$ cat src/rtl/sample_gather_if.sv
// ---------------------------------------------------------------------------
// sample_gather_if
//
// Bundles the input sample stream and the output frame stream of the
// sample gatherer into one interface.
//
//   s_valid / s_ready / s_data / s_last : input sample stream (one sample/beat)
//   m_valid / m_ready                    : output frame handshake
//   m_data                               : unpacked lane array, lane i = i-th sample
//   m_mask                               : per-lane valid mask (contiguous from lane 0)
//   m_count                              : number of samples in the frame
//
// Modports:
//   master : the environment side (drives samples, accepts frames)
//   slave  : the gatherer side
// ---------------------------------------------------------------------------
interface sample_gather_if #(
  parameter int NUM_LANES = 8,
  parameter int WIDTH     = 16,
  parameter int CNT_W     = $clog2(NUM_LANES + 1)
);
  logic                 s_valid;
  logic                 s_ready;
  logic [WIDTH-1:0]     s_data;
  logic                 s_last;
  logic                 m_valid;
  logic                 m_ready;
  logic [WIDTH-1:0]     m_data [NUM_LANES];
  logic [NUM_LANES-1:0] m_mask;
  logic [CNT_W-1:0]     m_count;

  modport master (
    output s_valid, s_data, s_last, m_ready,
    input  s_ready, m_valid, m_data, m_mask, m_count
  );

  modport slave (
    input  s_valid, s_data, s_last, m_ready,
    output s_ready, m_valid, m_data, m_mask, m_count
  );
endinterface

$ cat src/rtl/sample_gather.sv
// ---------------------------------------------------------------------------
// sample_gather
//
// Packs a one-sample-per-beat stream into NUM_LANES-wide frames with a
// per-lane valid mask. A frame closes when the last lane is written or when
// a sample carries s_last (partial frame). A fill buffer plus a one-deep
// output register give full throughput when the consumer never stalls.
//
// Ports:
//   clk  : clock, all state on rising edge
//   rst  : synchronous active-high reset
//   bus  : sample_gather_if.slave (s_* sample stream in, m_* frame stream out)
// ---------------------------------------------------------------------------
module sample_gather #(
  parameter int NUM_LANES = 8,
  parameter int WIDTH     = 16,
  parameter int CNT_W     = $clog2(NUM_LANES + 1)
) (
  input  logic           clk,
  input  logic           rst,
  sample_gather_if.slave bus
);

  typedef enum logic [0:0] {
    ST_FILL = 1'b0,
    ST_HOLD = 1'b1
  } state_t;

  state_t               state_reg;
  logic                 ready_reg;

  // Fill buffer. fill_cnt_reg doubles as the write index while filling and
  // as the frame sample count while a completed frame waits in HOLD.
  logic [WIDTH-1:0]     fill_lane_reg [NUM_LANES];
  logic [NUM_LANES-1:0] fill_mask_reg;
  logic [CNT_W-1:0]     fill_cnt_reg;

  // Output register.
  logic                 out_valid_reg;
  logic [WIDTH-1:0]     out_lane_reg [NUM_LANES];
  logic [NUM_LANES-1:0] out_mask_reg;
  logic [CNT_W-1:0]     out_cnt_reg;

  logic                 accept;
  logic                 complete;
  logic                 out_xfer;
  logic                 slot_free;
  logic [CNT_W-1:0]     cnt_inc;

  // Fill buffer contents with the current sample (if any) merged in; this is
  // what gets written back or forwarded straight to the output register.
  logic [WIDTH-1:0]     lane_merge [NUM_LANES];
  logic [NUM_LANES-1:0] mask_merge;

  // ready_reg is only ever set while in FILL, so it alone qualifies accepts.
  assign accept    = bus.s_valid && ready_reg;
  assign complete  = accept && (bus.s_last || (fill_cnt_reg == CNT_W'(NUM_LANES - 1)));
  assign out_xfer  = out_valid_reg && bus.m_ready;
  assign slot_free = !out_valid_reg || bus.m_ready;
  assign cnt_inc   = fill_cnt_reg + CNT_W'(1);

  genvar gi;
  generate
    for (gi = 0; gi < NUM_LANES; gi++) begin : g_lane
      logic hit;
      assign hit             = accept && (fill_cnt_reg == CNT_W'(gi));
      assign lane_merge[gi]  = hit ? bus.s_data : fill_lane_reg[gi];
      assign mask_merge[gi]  = hit | fill_mask_reg[gi];
      assign bus.m_data[gi]  = out_lane_reg[gi];
    end
  endgenerate

  assign bus.s_ready = ready_reg;
  assign bus.m_valid = out_valid_reg;
  assign bus.m_mask  = out_mask_reg;
  assign bus.m_count = out_cnt_reg;

  always_ff @(posedge clk) begin
    if (rst) begin
      state_reg     <= ST_FILL;
      ready_reg     <= 1'b0;
      fill_mask_reg <= '0;
      fill_cnt_reg  <= '0;
      out_valid_reg <= 1'b0;
      out_mask_reg  <= '0;
      out_cnt_reg   <= '0;
      for (int i = 0; i < NUM_LANES; i++) begin
        fill_lane_reg[i] <= '0;
        out_lane_reg[i]  <= '0;
      end
    end else begin
      // Frame leaves; a load below may refill the slot on the same edge.
      if (out_xfer) begin
        out_valid_reg <= 1'b0;
      end

      case (state_reg)
        ST_FILL: begin
          ready_reg <= 1'b1;
          if (complete && slot_free) begin
            // Bypass the fill buffer: completed frame goes straight out.
            out_valid_reg <= 1'b1;
            out_lane_reg  <= lane_merge;
            out_mask_reg  <= mask_merge;
            out_cnt_reg   <= cnt_inc;
            fill_mask_reg <= '0;
            fill_cnt_reg  <= '0;
            for (int i = 0; i < NUM_LANES; i++) begin
              fill_lane_reg[i] <= '0;
            end
          end else if (accept) begin
            fill_lane_reg <= lane_merge;
            fill_mask_reg <= mask_merge;
            fill_cnt_reg  <= cnt_inc;
            if (complete) begin
              // Output slot busy: park the frame and stop accepting.
              state_reg <= ST_HOLD;
              ready_reg <= 1'b0;
            end
          end
        end

        ST_HOLD: begin
          ready_reg <= 1'b0;
          if (slot_free) begin
            out_valid_reg <= 1'b1;
            out_lane_reg  <= fill_lane_reg;
            out_mask_reg  <= fill_mask_reg;
            out_cnt_reg   <= fill_cnt_reg;
            fill_mask_reg <= '0;
            fill_cnt_reg  <= '0;
            for (int i = 0; i < NUM_LANES; i++) begin
              fill_lane_reg[i] <= '0;
            end
            state_reg <= ST_FILL;
            ready_reg <= 1'b1;
          end
        end

        default: begin
          state_reg <= ST_FILL;
          ready_reg <= 1'b0;
        end
      endcase
    end
  end

endmodule

$ cat src/flat_wrapper.sv
// flat-port wrapper written by rule: the top's interface ports become plain ports
module sample_gather_flat 
#(
  parameter int NUM_LANES = 8,
  parameter int WIDTH     = 16,
  parameter int CNT_W     = $clog2(NUM_LANES + 1)
)
  (clk, rst, bus_s_valid, bus_s_data, bus_s_last, bus_m_ready, bus_s_ready, bus_m_valid, bus_m_data, bus_m_mask, bus_m_count);
  sample_gather_if #(.NUM_LANES(NUM_LANES), .WIDTH(WIDTH), .CNT_W(CNT_W)) bus_i ();
  input  logic clk;
  input  logic rst;
  input wire logic [$bits(bus_i.s_valid)-1:0] bus_s_valid;
  input wire logic [$bits(bus_i.s_data)-1:0] bus_s_data;
  input wire logic [$bits(bus_i.s_last)-1:0] bus_s_last;
  input wire logic [$bits(bus_i.m_ready)-1:0] bus_m_ready;
  output wire logic [$bits(bus_i.s_ready)-1:0] bus_s_ready;
  output wire logic [$bits(bus_i.m_valid)-1:0] bus_m_valid;
  output wire logic [$bits(bus_i.m_data)-1:0] bus_m_data;
  output wire logic [$bits(bus_i.m_mask)-1:0] bus_m_mask;
  output wire logic [$bits(bus_i.m_count)-1:0] bus_m_count;
  assign bus_i.s_valid = bus_s_valid;
  assign bus_i.s_data = bus_s_data;
  assign bus_i.s_last = bus_s_last;
  assign bus_i.m_ready = bus_m_ready;
  assign bus_s_ready = bus_i.s_ready;
  assign bus_m_valid = bus_i.m_valid;
  assign bus_m_data = {>>{bus_i.m_data}};
  assign bus_m_mask = bus_i.m_mask;
  assign bus_m_count = bus_i.m_count;
  sample_gather #(.NUM_LANES(NUM_LANES), .WIDTH(WIDTH), .CNT_W(CNT_W)) u_core (.clk(clk), .rst(rst), .bus(bus_i));
endmodule
$ cat config.mk
export PLATFORM = sky130hd
export DESIGN_NAME = sample_gather_flat
export DESIGN_NICKNAME = d
export VERILOG_FILES = /design/src/rtl/sample_gather_if.sv /design/src/rtl/sample_gather.sv /design/src/flat_wrapper.sv
export SDC_FILE = /design/constraint.sdc
export NUM_CORES = 1
export LEC_CHECK = 0
export ABC_AREA = 0
export BUFFER_PORTS_ARGS = -buffer_cell sky130_fd_sc_hd__buf_2
export CORE_ASPECT_RATIO = 1.2
export CORE_MARGIN = 5
export CORE_UTILIZATION = 49
export DETAILED_ROUTE_END_ITERATION = 12
export HOLD_SLACK_MARGIN = 0.02
export PLACE_DENSITY = 0.72
export SETUP_SLACK_MARGIN = 0.02
export SLEW_MARGIN = 25
export SYNTH_ARGS = -nofsm -noshare
export SYNTH_HDL_FRONTEND = slang
export SYNTH_SLANG_ARGS = --single-unit
$ cat constraint.sdc
create_clock -name clk -period 1.89 [get_ports clk]
set_clock_uncertainty 0.05 [all_clocks]
set_input_delay 0.0945 -clock clk [delete_from_list [all_inputs] [get_ports clk]]
set_output_delay 0.0945 -clock clk [all_outputs]
set_load 0.03 [all_outputs]
# Word-level counts from Yosys, hierarchy flattened
# Cells that the tools add are included.
# totals
register_bits	283
inputBits	21
word_cells	104
# op_classes
n_addsub	1
n_eq_ne	10
muxes	43
n_bitwise	9
reduce_logical	18
# op_table
op	count
$mux W128	5
$pmux W128 S2	2
$mux W16	8
$mux W8	5
$pmux W8 S2	2
$mux W4	5
$eq A4 B3 Y1 const B	4
$pmux W4 S2	2
$logic_and A1 B1 Y1	12
$mux W1	11
$eq A4 B2 Y1 const B	2
$or A1 B1 Y1	8
$pmux W1 S2	3
$add A4 B1 Y4 const B	1
$eq A4 B1 Y1 const B	1
$logic_not A4 Y1	1
$reduce_and A2 Y1	2
$ne A3 B1 Y1 const B	1
$logic_or A1 B1 Y1	2
$ne A2 B1 Y1 const B	1
$ne A2 B2 Y1 const B	1
$logic_not A1 Y1	1
$not A1 Y1	1

# Logic depth before layout (Yosys ltp)
# Gate-level depths: netlist of run 1.
# depth
depth_word	7
mapped_depth	9
depth_no_buf	6

# Least setup slack after synthesis of run 1
# OpenSTA, ideal clock, no wires.
# synth_timing
kind	register to register
start	register u_core.fill_cnt_reg[0]
end	register u_core.fill_lane_reg[21] (netlist bit)
arrival_ns	1.866
t_required_ns	1.723
path_slack_ns	-0.143
stages_incl_launch_ff	9
path_buffers	3
cell_sequence	dfxtp_1 > ha_1 > and3b_1 > buf_2 > o21ai_0 > buf_4 > a31o_2 > buf_4 > a22o_1
# synth_between
elab_chain_cells	6
word_cells_on_any_way	12
classes_between	eq/ne (3); mux (4); reduce/logical (5)
# synth_rtl
element	line	source
start: declaration	sample_gather.sv:36	logic [CNT_W-1:0] fill_cnt_reg;
start signal: assignment	sample_gather.sv:114	fill_cnt_reg <= cnt_inc;
$eq A4 B3 Y1 (on tied branches)	sample_gather.sv:66, sample_gather.sv:57	
$logic_and A1 B1 Y1 or $logic_or A1 B1 Y1 (tied branches)	sample_gather.sv:66, sample_gather.sv:57	
$mux W16 or $logic_and A1 B1 Y1 (tied branches)	sample_gather.sv:67, sample_gather.sv:57	
$mux W128 or $logic_and A1 B1 Y1 (tied branches)	sample_gather.sv:111, sample_gather.sv:100	
$mux W128 or $ne A3 B1 Y1 (tied branches)	-	
$pmux W128 S2 or $reduce_and A2 Y1 (tied branches)	-	
end signal: assignment	sample_gather.sv:112	fill_lane_reg <= lane_merge;
end: declaration	sample_gather.sv:34	logic [WIDTH-1:0] fill_lane_reg [NUM_LANES];
# Several ways; a longest one is shown, not always the timed one. The select of a mux whose other input is x is not followed.
# A chain may end at the register's enable or synchronous reset.

# Worst setup path after layout of run 1
# layout_timing
start	register u_core.fill_cnt_reg[0]
end	register u_core.out_lane_reg (netlist bit u_core.bus.m_data[64])
# layout_between
elab_chain_cells	6
word_cells_on_any_way	11
classes_between	eq/ne (3); mux (3); reduce/logical (5)
# layout_rtl
element	line	source
$eq A4 B3 Y1	sample_gather.sv:57	assign complete = accept && (bus.s_last || (fill_cnt_reg == CNT_W'(NUM_LANES - 1)));
$logic_or A1 B1 Y1	sample_gather.sv:57	
$logic_and A1 B1 Y1	sample_gather.sv:57	
$logic_and A1 B1 Y1	sample_gather.sv:100	if (complete && slot_free) begin
$ne A2 B1 Y1 (no source line)	-	
$reduce_and A2 Y1 (no source line)	-	
end signal: assignment	sample_gather.sv:103	out_lane_reg <= lane_merge;
end signal: assignment	sample_gather.sv:127	out_lane_reg <= fill_lane_reg;
end: declaration	sample_gather.sv:40	logic [WIDTH-1:0] out_lane_reg [NUM_LANES];
# Several ways; a longest one is shown, not always the timed one. The select of a mux whose other input is x is not followed.

==> run metrics, run 1 <==
status finished, violations left; failing checks setup timing; sequential share of the synthesized area 0.511; RSZ-0062 raised after global routing yes; WP data arrival 2370 ps; Tot GR Track Use 0.297; Starting Density 0.496; Overflow after GRT 0; routed wire length 41300 um; Worst-Margin Slew 656 ps; Layout area overhead 31.5%; initial DRC count 1332; LEAKAGE 5.89 nW; HPWL after DPL 26000 um; post-layout min period 1970 ps; TritonCTS clock tree built; crit path launch type flop; Core Region 22400 sq um; clk slew on worst S/H paths 70 ps; syn nets 1253; CP Capture Point u_core.bus.m_data[64]; final hold vios 0; max_cap viols 0; Inserted Clock Buffers 28; drt pass-1 iters 5; WP data required 2300 ps; Placed Cells 1636; largest net degree at the start of global routing 57; critical path startpoint u_core.fill_cnt_reg[0]; reg2reg path depth 8; share of cells above drive strength 1 0.296; most frequent cells in the layout 279 x dfxtp_1, 161 x buf_2, 142 x nor2_1; worst hold slack 97.2 ps; CTS H-tree lvls 1; kind of end point of the critical path flop; fin nets 1441; grt peak-use layer met2; Slew Viols, Final 0; Die H 175 um; Layout Cells excl Fill 1716; r2r setup slk -80 ps; initial antenna violation count 0; Layout fillers 1812; reg2reg start u_core.fill_cnt_reg[0]; met3 usage 0.0501; syn avg cell area 9.04 sq um; via/cell ratio 6.38; FMAX 0.509 GHz; first-pass GRT wire length 60600 um; worst r2r dst u_core.bus.m_data[64]; CP max FO 7; I/O Pins 163; most common cell after layout, fill and taps aside dfxtp_1; worst min path class input pin to flop; worst setup margin -75.2 ps; total clock sinks 283; Unique masters post-synth 37; remaining antenna violation count 0; storage element area 5670 sq um; ANT cells 0; Cells after Synth 1227; full die area 25800 sq um; pwr dens 973 nW/um^2; synthesized area 11100 sq um; Ys Warns 0; average wire per standard cell 24.0 um; multi-input logic area 5150 sq um; DRC viols 0; vias in the first global route 10092; critical path type flop to flop; slew margin rel. 0.563; IO Port Bufs 162; via count 10956; flops & latches, synth 283; Root Buffer clkbuf_16; CTS Buffer Depth 3; Horiz. Die Dim 147 um; Setup violations, final 54; final period utilization 1.04; met1 layer usage reported by global route 0.408; Worst-Skew Late Latency 550 ps; std cell rows 60; Max VDD drop 0.636 mV; met2 usage 0.459; Final GP Congestion 0.924
cell usage after synthesis:
cell	number	area, sq um
a211oi_1	129	968
a21o_1	2	15.0
a21oi_1	139	696
a22o_1	127	1110
a311oi_1	3	26.3
a31o_2	7	61.3
a31oi_1	2	12.5
a32oi_1	1	8.76
and3b_1	2	17.5
and4_1	1	8.76
and4b_1	4	40.0
buf_1	25	93.8
buf_2	31	155
buf_4	7	52.6
clkbuf_1	89	334
dfxtp_1	283	5670
ha_1	5	62.6
inv_1	7	26.3
mux2i_1	1	10.0
nand2_1	21	78.8
nand2b_1	1	6.26
nand3_1	129	646
nand4_1	1	6.26
nand4b_1	1	8.76
nor2_1	152	571
nor2b_1	17	106
nor3_1	10	50.1
nor3b_1	8	60.1
o2111a_1	4	45.0
o211a_1	3	30.0
o21ai_0	6	30.0
o21ba_2	2	20.0
o2bb2ai_1	1	8.76
o311a_1	1	10.0
o311ai_4	1	26.3
or3_1	3	18.8
xnor2_1	1	8.76
through the flow:
stage	utilization	area [sq um]	total power, mW	setup TNS (ps)	setup slack [ps]
finish	0.652	14600	14.2	-1510	-75.2
global route	0.652	14600	14.6	-8910	-134
CTS	0.630	14100	14.1	-7.33	-7.33
detailed placement	0.572	12800	7.82	-2240	-86.2
global placement	0.572	12800	7.80	-34.8	-18.0
floorplan	-	11200	7.24	0	11.5
routing by layer:
| metal | part of all wire | wire length, um |
|---|---|---|
| met1 | 0.40 | 16500 |
| met2 | 0.45 | 18700 |
| met3 | 0.097 | 4010 |
| met4 | 0.050 | 2040 |
| met5 | 0 | 0 |
cell type report:
type | instances | share of cell area
clock buffers | 41 | 0.0583
clock inverters | 11 | 0.0146
inverters | 7 | 0.00180
multi-input cells | 785 | 0.353
flip-flops and latches | 283 | 0.389
well taps | 279 | 0.0239
repair buffers | 310 | 0.160
worst min-delay path by stage:
stage	cells after the start	slack, ps	end	startpoint
floorplan	3	310	u_core.fill_lane_reg[68]	bus_s_valid
global placement	3	340	u_core.bus.m_data[75]	bus_s_data[11]
detailed placement	3	350	u_core.bus.m_data[75]	bus_s_data[11]
CTS	4	90	u_core.bus.m_valid	bus_s_last
global route	4	100	u_core.bus.m_valid	bus_s_last
finish	4	100	u_core.bus.m_valid	bus_s_last
cell families (layout without fill, tap and decap cells):
family                     count (synthesis)  in the layout  synth area share
and+or+nand+nor                          350            350             0.146
muxes                                      1              1          0.000902
adders and majority gates                  5              5           0.00564
buffers and inverters                    159            369            0.0596
xor gates and xnor gates                   1              1          0.000789
AOI/OAI and AO/OA                        428            428             0.277
DFF                                      283            283             0.511
report_power, final:
| part | switching [mW] | total (mW) | internal (mW) | leakage (nW) |
|---|---|---|---|---|
| Combinational | 1.09 | 1.61 | 0.517 | 3.07 |
| Clock | 2.42 | 6.35 | 3.94 | 0.527 |
| Sequential | 0.110 | 6.24 | 6.13 | 2.30 |
| Total | 3.62 | 14.2 | 10.6 | 5.89 |
worst max-delay path: stages (launching register included):
cell and delay, ps:
dfxtp_4 360, ha_4 150, and3b_2 240, o311ai_4 330, buf_4 180, buf_12 140, buf_12 140, a21oi_1 50
a211oi_1 220
timing repair:
action,in CTS,in global routing
setup buffers,3,2
gates cloned,0,5
hold buffers,18,0
hold endpoints to repair,69,0
pin swaps,1,19
endpoints found under the setup margin,134,237
resized for setup,11,83
Power figures use the tool's default switching activity.
==> run 2, diff against run 1 <==
--- a/config.mk
+++ b/config.mk
@@ -6,7 +6,7 @@
 export NUM_CORES = 1
 export LEC_CHECK = 0
 export ABC_AREA = 0
-export BUFFER_PORTS_ARGS = -buffer_cell sky130_fd_sc_hd__buf_2
+export BUFFER_PORTS_ARGS = -buffer_cell sky130_fd_sc_hd__buf_4
 export CORE_ASPECT_RATIO = 1.2
 export CORE_MARGIN = 5
 export CORE_UTILIZATION = 49
==> run 2 against run 1 <==
First-iteration DRC count grew 14%. Critical endpoint is now u_core.bus.m_data[38]. Count of clock-buffer cells in the layout decreased by 5. The flow still finishes with violations (setup timing). Power decreased by 2.9%. Sequential power about the same. Flip-flop and latch count unchanged.
==> run metrics, run 2 (synthesis results as in run 1) <==
critical path depth in cells 7; WP data arrival 2320 ps; remaining antenna violation count 0; via count 11292; Layout area overhead 38.5%; worst hold slack 37.2 ps; LEAKAGE 5.98 nW; final period utilization 1.04; Final GP Congestion 0.891; Starting Density 0.496; average wire per standard cell 25.7 um; slew margin rel. 0.344; first-pass GRT wire length 59100 um; routed wire length 43600 um; Horiz. Die Dim 147 um; DP Area 13000 sq um; worst min path class input pin to flop; Core Region 22400 sq um; DRC viols 0; Max VDD drop 0.663 mV; most frequent cells in the layout 278 x dfxtp_1, 226 x buf_4, 129 x nand3_1; family with the most delay on the worst path compound AO/OA/AOI/OAI gates; Pwr Total 13.8 mW; largest net degree at the start of global routing 53; full die area 25800 sq um; Tot GR Track Use 0.288; worst hold path depth 4; Layout fillers 1679; Worst-Margin Slew 982 ps; crit path launch type flop; critical-path cell list ha_4 -> and3b_2 -> buf_6 -> o311a_4 -> clkbuf_16 -> nor2_4 -> a211oi_2; max_cap viols 0; r2r setup slk -80 ps; largest stage delay on the critical path 480 ps; Worst-Skew Late Latency 530 ps; most common cell after layout, fill and taps aside dfxtp_1; Setup violations, final 82; storage element area 5680 sq um; I/O Pins 163; ANT cells 0; Layout Cells excl Fill 1698; fin nets 1425; Die H 175 um; reg2reg path depth 7; CP max FO 6; via/cell ratio 6.65; HPWL after DPL 24600 um; drt pass-1 iters 5; CP bufs+invs 2; multi-input logic area 5510 sq um; FMAX 0.507 GHz; failing checks setup timing; Root Buffer clkbuf_16; TritonCTS clock tree built; critical path type flop to flop; vias in the first global route 10147; Design Area, Final 15400 sq um; final hold vios 0; post-layout min period 1970 ps; Overflow after GRT 0; RSZ-0062 raised after global routing yes; IO Port Bufs 162; Crit-path slowest cell o311a_4; clk slew on worst S/H paths 70 ps; Placed Cells 1605; initial DRC count 1515; CTS H-tree lvls 1; kind of end point of the critical path flop; share of cells above drive strength 1 0.331; pwr dens 898 nW/um^2; Slew Viols, Final 0; worst setup margin -82.2 ps; initial antenna violation count 0; status finished, violations left; Inserted Clock Buffers 27; WP data required 2240 ps; total clock sinks 283; CTS Buffer Depth 3; std cell rows 60
## run 2: cell count changes in the layout (fill, tap and decap cells not counted), sizes merged
cell and delta:
dlygate4sd3 -1, clkinvlp +3, clkinv +4, clkbuf +6, inv -2, buf -28
o311a +3, bufinv -3
## run 2: timing repair
item                                   CTS  global route
pin swaps                               28            17
setup endpoints to repair              187           212
resized for setup                       29           159
endpoints found under the hold margin   92             0
cloned                                   0            24
hold buffers                            17             0
setup buffers                            0             3
## run 2: worst paths after layout
kind                            startpoint                       end
hold / removal               bus_s_data[7]     u_core.bus.m_data[55]
setup / recovery    u_core.fill_cnt_reg[1]     u_core.bus.m_data[38]
hold reg to reg   u_core.fill_lane_reg[68]  u_core.fill_lane_reg[68]
setup reg to reg    u_core.fill_cnt_reg[1]     u_core.bus.m_data[38]
## run 2: tightest hold or removal path, delay by kind of cell
| family | cells | cell delay, ps |
|---|---|---|
| and+or+nand+nor | 1 | 90 |
| buffers and inverters | 2 | 330 |
| AOI/OAI and AO/OA | 1 | 60 |
## run 2: final cells by class
type / count / area share
clock buffers: 36 / 0.0508
multi-input cells: 788 / 0.359
well taps: 279 / 0.0227
repair buffers: 292 / 0.187
flip-flops and latches: 283 / 0.369
clock inverters: 13 / 0.00961
inverters: 7 / 0.00171
## run 2: per-layer routing
metal	GRT usage	share of wire
met1	0.387	0.37
met2	0.471	0.46
met3	0.0444	0.11
met4	0.106	0.052
met5	0	0
## run 2: metrics by stage
stage                      util  TNS [ps]  setup slack [ps]
after floorplan               -         0              11.5
after global placement    0.581         0              26.2
after detailed placement  0.581      -604             -56.2
after CTS                 0.636      -209             -31.5
after global routing      0.687     -7810              -140
final                     0.687     -2640             -82.2
## run 2: power breakdown
part | switching, mW | internal, mW | total, mW | leakage, nW
Clock | 2.38 | 3.31 | 5.69 | 0.455
Sequential | 0.144 | 6.13 | 6.27 | 2.30
Combinational | 1.15 | 0.683 | 1.83 | 3.23
Total | 3.67 | 10.1 | 13.8 | 5.98
